File: src/rtl/readout_sequencer.sv
// ---------------------------------------------------------------------------
// readout_sequencer
//
// Per-trigger event builder for a front-end readout block. On a trigger it
// pulses START to begin a scan, waits for the scan to finish (BUSY low),
// then streams one event:
//   header  {8'hEB, EVTNUM[14:0], N[8:0]}
//   N hits  {8'h00, HDATA}, fetched by stepping HADDR 0..N-1
//   trailer {8'hEE, EVTNUM[14:0], 8'h00, TO}
// N is the readout hit count clamped to 256. Triggers that arrive while an
// event is in flight are dropped and reported on TRIG_LOST.
//
// Parameters
//   RD_LAT   clk cycles from an HADDR update to valid HDATA (1..7)
//   TIMEOUT  clk cycles BUSY may stay high before the scan is aborted
//            (1..65535, only used with the option below)
//
// Build option
//   READOUT_SEQ_TIMEOUT_EN  when defined, a stuck BUSY aborts the scan after
//                           TIMEOUT cycles and emits an empty event with
//                           TO=1; when undefined, the sequencer waits on BUSY
//                           indefinitely and TO is always 0.
//
// Ports
//   clk        system clock
//   rst_n      asynchronous active-low reset
//   TRIG       event trigger, sampled each rising edge
//   START      one-cycle scan start to readout
//   BUSY       readout scan in progress
//   SEL        host select to readout (held for the whole event)
//   HADDR      hit index to readout
//   HDATA      hit word {slot[7:0], adc[15:0]}
//   HNHIT      hit count from readout
//   OUT_DATA   event stream word
//   OUT_VALID  OUT_DATA valid
//   OUT_READY  downstream accepts word
//   TRIG_LOST  one-cycle pulse, trigger ignored
// ---------------------------------------------------------------------------
module readout_sequencer #(
  parameter int RD_LAT  = 1,
  parameter int TIMEOUT = 1023
) (
  input  logic        clk,
  input  logic        rst_n,
  input  logic        TRIG,
  output logic        START,
  input  logic        BUSY,
  output logic        SEL,
  output logic [7:0]  HADDR,
  input  logic [23:0] HDATA,
  input  logic [8:0]  HNHIT,
  output logic [31:0] OUT_DATA,
  output logic        OUT_VALID,
  input  logic        OUT_READY,
  output logic        TRIG_LOST
);

  typedef enum logic [2:0] {IDLE, ARM, WAIT, HDR, SETTLE, SEND, TRL} state_t;

  localparam logic [2:0] LAT_LAST = 3'(RD_LAT - 1);

  state_t      state;
  state_t      state_nxt;
  logic [8:0]  n_hits;     // hits in this event, 0..256
  logic [8:0]  idx;        // 9 bits so that N=256 never needs a wrap
  logic [2:0]  lat_cnt;    // cycles spent in SETTLE since the HADDR update
  logic [23:0] hit_word;
  logic [14:0] evtnum;
  logic        sel_q;
  logic        trig_lost_q;
  logic        last_hit;
  logic        timeout_hit;
  logic        to_flag;
  logic [8:0]  n_clamp;

  // Counts of 256 and above all read out as a full 256-hit event.
  assign n_clamp  = HNHIT[8] ? 9'd256 : HNHIT;
  assign last_hit = (idx == n_hits - 9'd1);

  assign SEL       = sel_q;
  assign HADDR     = idx[7:0];
  assign TRIG_LOST = trig_lost_q;

`ifdef READOUT_SEQ_TIMEOUT_EN
  localparam logic [15:0] TO_LAST = 16'(TIMEOUT - 1);

  logic [15:0] to_cnt;
  logic        to_q;

  // Counter only runs while waiting on a busy scan and restarts every event.
  assign timeout_hit = (state == WAIT) && BUSY && (to_cnt == TO_LAST);
  assign to_flag     = to_q;

  always_ff @(posedge clk or negedge rst_n) begin
    if (!rst_n) begin
      to_cnt <= '0;
      to_q   <= 1'b0;
    end else if (state == WAIT) begin
      if (!BUSY) begin
        to_cnt <= '0;
        to_q   <= 1'b0;
      end else if (timeout_hit) begin
        to_cnt <= '0;
        to_q   <= 1'b1;
      end else begin
        to_cnt <= to_cnt + 16'd1;
      end
    end else begin
      to_cnt <= '0;
    end
  end
`else
  assign timeout_hit = 1'b0;
  assign to_flag     = 1'b0;
`endif

  always_ff @(posedge clk or negedge rst_n) begin
    if (!rst_n) state <= IDLE;
    else        state <= state_nxt;
  end

  // START, OUT_VALID and OUT_DATA decode straight from the state so a reset
  // clears them in the same cycle, and the stream word cannot change while a
  // stalled word waits for OUT_READY.
  always_comb begin
    // NOTE: every signal driven here gets a default first; a path through the
    // case that skipped an assignment would otherwise infer a latch.
    state_nxt = state;
    START     = 1'b0;
    OUT_VALID = 1'b0;
    OUT_DATA  = '0;
    case (state)
      IDLE:   if (TRIG) state_nxt = ARM;
      ARM: begin
        START     = 1'b1;
        state_nxt = WAIT;
      end
      WAIT:   if (!BUSY || timeout_hit) state_nxt = HDR;
      HDR: begin
        OUT_VALID = 1'b1;
        OUT_DATA  = {8'hEB, evtnum, n_hits};
        if (OUT_READY) state_nxt = (n_hits == 9'd0) ? TRL : SETTLE;
      end
      SETTLE: if (lat_cnt == LAT_LAST) state_nxt = SEND;
      SEND: begin
        OUT_VALID = 1'b1;
        OUT_DATA  = {8'h00, hit_word};
        if (OUT_READY) state_nxt = last_hit ? TRL : SETTLE;
      end
      TRL: begin
        OUT_VALID = 1'b1;
        OUT_DATA  = {8'hEE, evtnum, 8'h00, 7'd0, to_flag};
        if (OUT_READY) state_nxt = IDLE;
      end
      default: state_nxt = IDLE;
    endcase
  end

  always_ff @(posedge clk or negedge rst_n) begin
    if (!rst_n) begin
      sel_q       <= 1'b0;
      n_hits      <= '0;
      idx         <= '0;
      lat_cnt     <= '0;
      hit_word    <= '0;
      evtnum      <= '0;
      trig_lost_q <= 1'b0;
    end else begin
      // NOTE: state registers use non-blocking assignments so every register
      // samples the values from before this edge, whatever the statement order.
      trig_lost_q <= TRIG && (state != IDLE);
      case (state)
        WAIT: begin
          if (!BUSY) begin
            n_hits <= n_clamp;
            sel_q  <= 1'b1;
          end else if (timeout_hit) begin
            n_hits <= '0;
            sel_q  <= 1'b1;
          end
        end
        HDR: begin
          // idx is already 0 here; entering SETTLE is the HADDR update.
          if (OUT_READY) lat_cnt <= '0;
        end
        SETTLE: begin
          if (lat_cnt == LAT_LAST) hit_word <= HDATA;
          else                     lat_cnt  <= lat_cnt + 3'd1;
        end
        SEND: begin
          if (OUT_READY && !last_hit) begin
            idx     <= idx + 9'd1;
            lat_cnt <= '0;
          end
        end
        TRL: begin
          if (OUT_READY) begin
            sel_q  <= 1'b0;
            idx    <= '0;
            evtnum <= evtnum + 15'd1;
          end
        end
        default: ;
      endcase
    end
  end

endmodule

File: config.mk
export PLATFORM = sky130hd
export DESIGN_NAME = readout_sequencer
export DESIGN_NICKNAME = d
export VERILOG_FILES = /design/src/rtl/readout_sequencer.sv
export SDC_FILE = /design/constraint.sdc
export NUM_CORES = 1
export LEC_CHECK = 0
export CAP_MARGIN = 20
export CORE_MARGIN = 10
export CORE_UTILIZATION = 60
export CTS_BUF_LIST = sky130_fd_sc_hd__clkbuf_4
export DETAILED_ROUTE_END_ITERATION = 6
export DONT_BUFFER_PORTS = 1
export PLACE_DENSITY = 0.86
export SETUP_SLACK_MARGIN = 0.15
export SLEW_MARGIN = 20
export SYNTH_ARGS = -nofsm -noshare
export SYNTH_HDL_FRONTEND = slang
export SYNTH_SLANG_ARGS = --single-unit
File: constraint.sdc
create_clock -name clk -period 2.98 [get_ports clk]
set_clock_uncertainty 0.05 [all_clocks]
set_input_delay 0.447 -clock clk [delete_from_list [all_inputs] [get_ports clk]]
set_output_delay 0.447 -clock clk [all_outputs]
set_load 0.02 [all_outputs]
# After elaboration in Yosys (flattened, before gate mapping)
# Index checks and enable logic that the tools add are counted.
# classes
n_reduce_logical	18
muxes	22
bitwise	1
n_eq_ne	15
n_addsub	4
# ops
cell	count
$pmux W32 S3	1
$mux W9	3
$mux W3	8
$pmux W3 S7	1
$pmux W9 S2	1
$ne A2 B2 Y1 const B	8
$add A15 B1 Y15 const B	1
$add A9 B1 Y9 const B	1
$eq A3 B3 Y1 const B	3
$eq A9 B9 Y1	1
$logic_not A9 Y1	1
$pmux W3 S3	1
$sub A9 B1 Y9 const B	1
$eq A3 B2 Y1 const B	2
$logic_not A3 Y1	2
$reduce_and A2 Y1	3
$reduce_and A3 Y1	2
$reduce_and A6 Y1	1
$reduce_bool A3 Y1	2
$mux W1	4
$mux W2	2
$reduce_and A4 Y1	1
$reduce_bool A2 Y1	2
$add A3 B1 Y3 const B	1
other kinds (6)	7
# word_totals
word_cells	68
in_bits	38
regBits	65

# Depth between registers and ports, before layout
# logic_depth
word_depth	6
depth_mapped	9
ltp_nobuf	8

# Worst setup path before layout
# OpenSTA, ideal clock, no wires.
# synth_timing
kind	reg-to-reg
from	register n_hits[3]
to	register idx[6]
setup_slack_ps	516
required_ps	2852
stages_incl_launch_ff	7
arrival_ps	2336
setup_ps	78
period_less_slack_ps	2464
cell_sequence	dfrtp_1 -> or3_4 -> or4_4 -> xnor2_2 -> o2111a_2 -> or4_2 -> a21oi_1
# synth_between
elab_chain_cells	6
# synth_lines
item	line_no	rtl
start, declared	64	logic [8:0] n_hits;
start signal, assigned	175	n_hits <= n_clamp;
$sub A9 B1 Y9	78	assign last_hit = (idx == n_hits - 9'd1);
$eq A9 B9 Y1	78	
$logic_not A1 Y1	191	if (OUT_READY && !last_hit) begin
$logic_and A1 B1 Y1	191	
$ne A2 B2 Y1 (no line)	n/a	
$reduce_and A3 Y1 (no line)	n/a	
end signal, assigned	192	idx <= idx + 9'd1;
end, declared	65	logic [8:0] idx;
# No other way between the ends.
# A chain may end at the register's enable or synchronous reset.

# Worst setup path in the final report
# layout_timing
from	register state[0]
to	output OUT_DATA[5]
# layout_between
elab_chain_cells	2
elab_cells_between_ends	4
cone_classes	eq/ne: 3; mux: 1
# layout_lines
item	line_no	rtl
start, declared	62	state_t state;
start signal, assigned	119	else state <= state_nxt;
$eq A3 B3 Y1 / $eq A3 B2 Y1 (equally long branches)	132	case (state)
$pmux W32 S3 *	132	
end, declared	52	output logic [31:0] OUT_DATA,
# Every way passes the cells marked *; elsewhere a longest branch is shown, timed or not.

==> impl_table.tex <==
\begin{tabular}{lr}
\hline
Metric & Value \\
\hline
\multicolumn{2}{l}{\textbf{Cells and area}} \\
Inserted Diodes & 0 \\
\# nets final & a little under 400 \\
Post-layout util & 0.652 \\
Filler instances & about 480 \\
Share of cells above drive strength 1 & 0.204 \\
Final instance area & 0.00388 mm\^{}2 \\
Layout-stage area growth over the synthesis result & 4.55\% \\
\multicolumn{2}{l}{\textbf{Run status}} \\
Status & finished, final reports clean \\
\multicolumn{2}{l}{\textbf{Place}} \\
Placed wire-length estimate after detailed placement & 6.48 mm \\
Gpl congestion & between 0.8 and 0.9 \\
Placed inst area & about 0.0037 mm\^{}2 \\
IO Port Bufs & 0 \\
\multicolumn{2}{l}{\textbf{Clocking}} \\
Insertion delay of the later-clocked pin in the worst-skew pair & about 0.42 ns \\
Quantity of hold-fixing buffers added after cts & 2 \\
Postcts setup bufs & 0 \\
Root Buffer & sky130\_fd\_sc\_hd\_\_clkbuf\_4 \\
Number of H-tree levels & 3 \\
Sink Count & 65 \\
Post\_cts resized & 0 \\
TritonCTS clock tree & done \\
Worst-path clk slew & $\sim$0.10 ns \\
Number of CTS-inserted buffers & 9 \\
Maximum number of buffers from clock root to sink & 2 \\
\multicolumn{2}{l}{\textbf{STA}} \\
Number of setup violations in the final report & 0 \\
Clock period minus worst slack & $\sim$2.6 ns \\
Tightest slew margin relative to the limit & 0.501 \\
Final-layout worst hold slack & slightly below 0.1 ns \\
Fraction of the cycle the final worst path needs & 0.869 \\
Total negative setup slack & 0 ns \\
Max frequency & between 300 and 400 MHz \\
Final Hold Vio Count & 0 \\
Slew at the pin with the worst max-slew slack & 0.748 ns \\
Setup repair after global routing missed its margin & no \\
Fin. max-slew vios & 0 \\
\multicolumn{2}{l}{\textbf{Synthesis}} \\
Fraction of the mapped netlist area in compound gates & 0.174 \\
Synthesized-area fraction occupied by adder cells & 0.0168 \\
Simple-gate share of the synthesized area & 0.170 \\
Register bit total from synthesis & 65 \\
Netlist cell types & a little under 60 \\
Fraction of registers with async set or reset after synthesis & 1.00 \\
Top\_reg\_cell synth & sky130\_fd\_sc\_hd\_\_dfrtp\_1 \\
Area share of xor/xnor cells in the synthesized design & 0.0586 \\
Proportion of synthesized chip area in sequential cells & 0.438 \\
Post-synth design cell area & approximately 0.0037 mm\^{}2 \\
Avg Synthesized Cell Area & $\sim$10 um\^{}2 \\
Combinational family with the most area after synthesis & compound AO/OA/AOI/OAI gates \\
Syn\_nets & about 400 \\
Warnings, synthesis & 0 \\
Number of flops mapped to enable cells by yosys & 0 \\
Portion of netlist area occupied by mux cells & 0.0906 \\
Cells after Synth & between 300 and 400 \\
\multicolumn{2}{l}{\textbf{Power}} \\
Switching fraction of total power & 0.412 \\
Relative contribution of combinational cells to total power & 0.396 \\
Power share of the sequential group & 0.436 \\
IR Drop Worst-Case VDD & 0.601 mV \\
Cell Int Power & 2.06 mW \\
Standby leakage power & $\sim$1.7 nW \\
Net Switching & 1.44 mW \\
Total power divided by cell area & between 900 and 1000 mW/mm\^{}2 \\
Clock power frac & 0.168 \\
\multicolumn{2}{l}{\textbf{Floorplan}} \\
Core region area & 0.00596 mm\^{}2 \\
Die span in x & about 100 um \\
I/O pin count & $\sim$80 \\
Die area & between 0.009 and 0.01 mm\^{}2 \\
Height of the die & a little under 100 um \\
FP Rows & 28 \\
Initial core utilization & 0.624 \\
\multicolumn{2}{l}{\textbf{Detailed routing}} \\
Detailed Route Iter0 Violations & about 170 \\
Wire length per cell after detailed routing & 20.6 um \\
First-pass DRT Iterations & 4 \\
Via count & roughly 2800 \\
DRC violation count after routing & 0 \\
Aggregate routed wire length & between 8 and 9 mm \\
Vias per Instance & around 6.5 \\
Antenna-violating nets left & 0 \\
\multicolumn{2}{l}{\textbf{GRT}} \\
Global-route wire length before repair & approximately 14 mm \\
Initial antenna violation count & 0 \\
Overflow left after global routing & 0 \\
Total GRT Usage & 0.183 \\
Via count of the first global-routing pass & around 2800 \\
Largest net degree at the start of global routing & 66 \\
\multicolumn{2}{l}{\textbf{Worst setup path}} \\
Maximum net fanout on the critical path & 22 \\
Crit Path Class & register to primary output \\
Nature of the critical path endpoint & primary output \\
Data arrival time of the worst path & about 2.1 ns \\
Required time of the critical path & around 2.5 ns \\
Worst Setup Start Kind & register \\
\multicolumn{2}{l}{\textbf{Min path}} \\
Worst min-delay path category & primary input to register \\
\multicolumn{2}{l}{\textbf{Run}} \\
Total of max-cap violations & 0 \\
\hline
\end{tabular}
## cell families (layout without fill, tap and decap cells)
kind of cell	count (synthesis)	after routing
AOI/OAI and AO/OA	85	85
DFF	65	65
buffers and inverters	37	34
and+or+nand+nor	110	110
adders and majority gates	5	5
xor gates and xnor gates	24	24
muxes	30	30
## state kept, by name, indices dropped and copies added (netlist names)
| register | cells |
|---|---|
| SEL | 1 |
| TRIG_LOST | 1 |
| evtnum | 15 |
| hit_word | 24 |
| idx | 9 |
| lat_cnt | 3 |
| n_hits | 9 |
| state | 3 |
## cells in the mapped netlist (4+ instances only)
cell / n / area, um^2
sky130_fd_sc_hd__a21o_1: 6 / 45.0
sky130_fd_sc_hd__a21oi_1: 5 / 25.0
sky130_fd_sc_hd__a22o_1: 34 / 298
sky130_fd_sc_hd__a31oi_1: 4 / 25.0
sky130_fd_sc_hd__and2_1: 5 / 31.3
sky130_fd_sc_hd__and3_1: 5 / 31.3
sky130_fd_sc_hd__buf_4: 8 / 60.1
sky130_fd_sc_hd__clkbuf_1: 17 / 63.8
sky130_fd_sc_hd__dfrtp_1: 65 / 1630
sky130_fd_sc_hd__ha_1: 5 / 62.6
sky130_fd_sc_hd__inv_1: 6 / 22.5
sky130_fd_sc_hd__mux2_2: 25 / 282
sky130_fd_sc_hd__mux2i_1: 4 / 40.0
sky130_fd_sc_hd__nand2_1: 28 / 105
sky130_fd_sc_hd__nand2b_1: 12 / 75.1
sky130_fd_sc_hd__nand3_1: 12 / 60.1
sky130_fd_sc_hd__nand4_1: 4 / 25.0
sky130_fd_sc_hd__nor2_1: 12 / 45.0
sky130_fd_sc_hd__nor2b_1: 8 / 50.1
sky130_fd_sc_hd__o21ai_0: 17 / 85.1
sky130_fd_sc_hd__xnor2_1: 17 / 149
sky130_fd_sc_hd__xor2_1: 6 / 52.6
## cell usage in the layout, fill, tap and decap left out, types with 2 or more instances in the layout
cell type                    n
sky130_fd_sc_hd__clkbuf_4   12
sky130_fd_sc_hd__a31oi_1     4
sky130_fd_sc_hd__mux2i_1     4
sky130_fd_sc_hd__a22o_1     34
sky130_fd_sc_hd__a21oi_1     5
sky130_fd_sc_hd__ha_1        5
sky130_fd_sc_hd__nand4_1     4
sky130_fd_sc_hd__and3b_1     3
sky130_fd_sc_hd__or4_2       3
sky130_fd_sc_hd__mux2_2     25
sky130_fd_sc_hd__xnor2_1    17
sky130_fd_sc_hd__nor2b_1     8
sky130_fd_sc_hd__nor2_1     12
sky130_fd_sc_hd__or3_1       2
sky130_fd_sc_hd__nor3_2      3
sky130_fd_sc_hd__o31ai_1     3
sky130_fd_sc_hd__nand2_1    28
sky130_fd_sc_hd__clkinv_2    2
sky130_fd_sc_hd__xor2_1      6
sky130_fd_sc_hd__nand2b_1   12
sky130_fd_sc_hd__and2_1      5
sky130_fd_sc_hd__buf_4      10
sky130_fd_sc_hd__a21o_1      6
sky130_fd_sc_hd__nor4_1      2
sky130_fd_sc_hd__nand3_1    12
sky130_fd_sc_hd__o21ai_0    17
sky130_fd_sc_hd__o2111ai_1   2
sky130_fd_sc_hd__o21a_1      2
sky130_fd_sc_hd__inv_1       6
sky130_fd_sc_hd__nor3b_1     2
sky130_fd_sc_hd__a31o_2      2
sky130_fd_sc_hd__and3_1      5
sky130_fd_sc_hd__dfrtp_1    65
## stage by stage
step	cells	setup slack [ns]	power, mW
final	428	0.389	3.50
after global placement	410	0.486	2.84
after CTS	428	0.362	3.50
after floorplan	356	0.516	2.60
after global routing	428	0.207	3.72
after detailed placement	410	0.415	2.90
## critical path: stages (launching register included)
cell,delay (ns)
sky130_fd_sc_hd__dfrtp_1,0.60
sky130_fd_sc_hd__nor2b_1,0.24
sky130_fd_sc_hd__and2_1,0.19
sky130_fd_sc_hd__buf_4,0.31
sky130_fd_sc_hd__a22o_1,0.34
## power groups by stage
stage               sequential (mW)  combinational (mW)  clock, mW
floorplan                      1.37                1.23          0
global placement               1.52                1.32          0
detailed placement             1.53                1.36          0
CTS                            1.52                1.39      0.595
global route                   1.56                1.53      0.635
finish                         1.52                1.39      0.589
## layout make-up
cell class | instances | area (um^2) | area share
Sequential cell | 65 | 1630 | 0.419
Multi-Input combinational cell | 254 | 1890 | 0.488
Timing Repair Buffer | 12 | 113 | 0.0290
Clock buffer | 12 | 90.1 | 0.0232
Clock inverter | 4 | 43.8 | 0.0113
Inverter | 6 | 22.5 | 0.00580
Tap cell | 75 | 93.8 | 0.0242
## routing by layer
layer,up-vias,global-route usage,wire [um]
met5,-,0,0
met4,0,0.0849,227
met3,23,0.0740,704
met2,104,0.269,3960
met1,1379,0.228,3940
li1,1274,-,-
## path summary, 6_finish.rpt
| path | startpoint | endpoint | slack [ns] | depth (start not counted) |
|---|---|---|---|---|
| setup / recovery | state[0] | OUT_DATA[5] | 0.39 | 4 |
| hold / removal | TRIG | TRIG_LOST | 0.1 | 1 |
| setup reg to reg | n_hits[0] | idx[7] | 0.39 | 8 |
| hold reg to reg | hit_word[15] | hit_word[15] | 0.47 | 1 |
| max in group asynchronous | rst_n | n_hits[8] | 2.07 | 2 |
| min in group asynchronous | rst_n | idx[3] | 0.52 | 2 |
No activity file was read; power rests on OpenSTA's default activity.
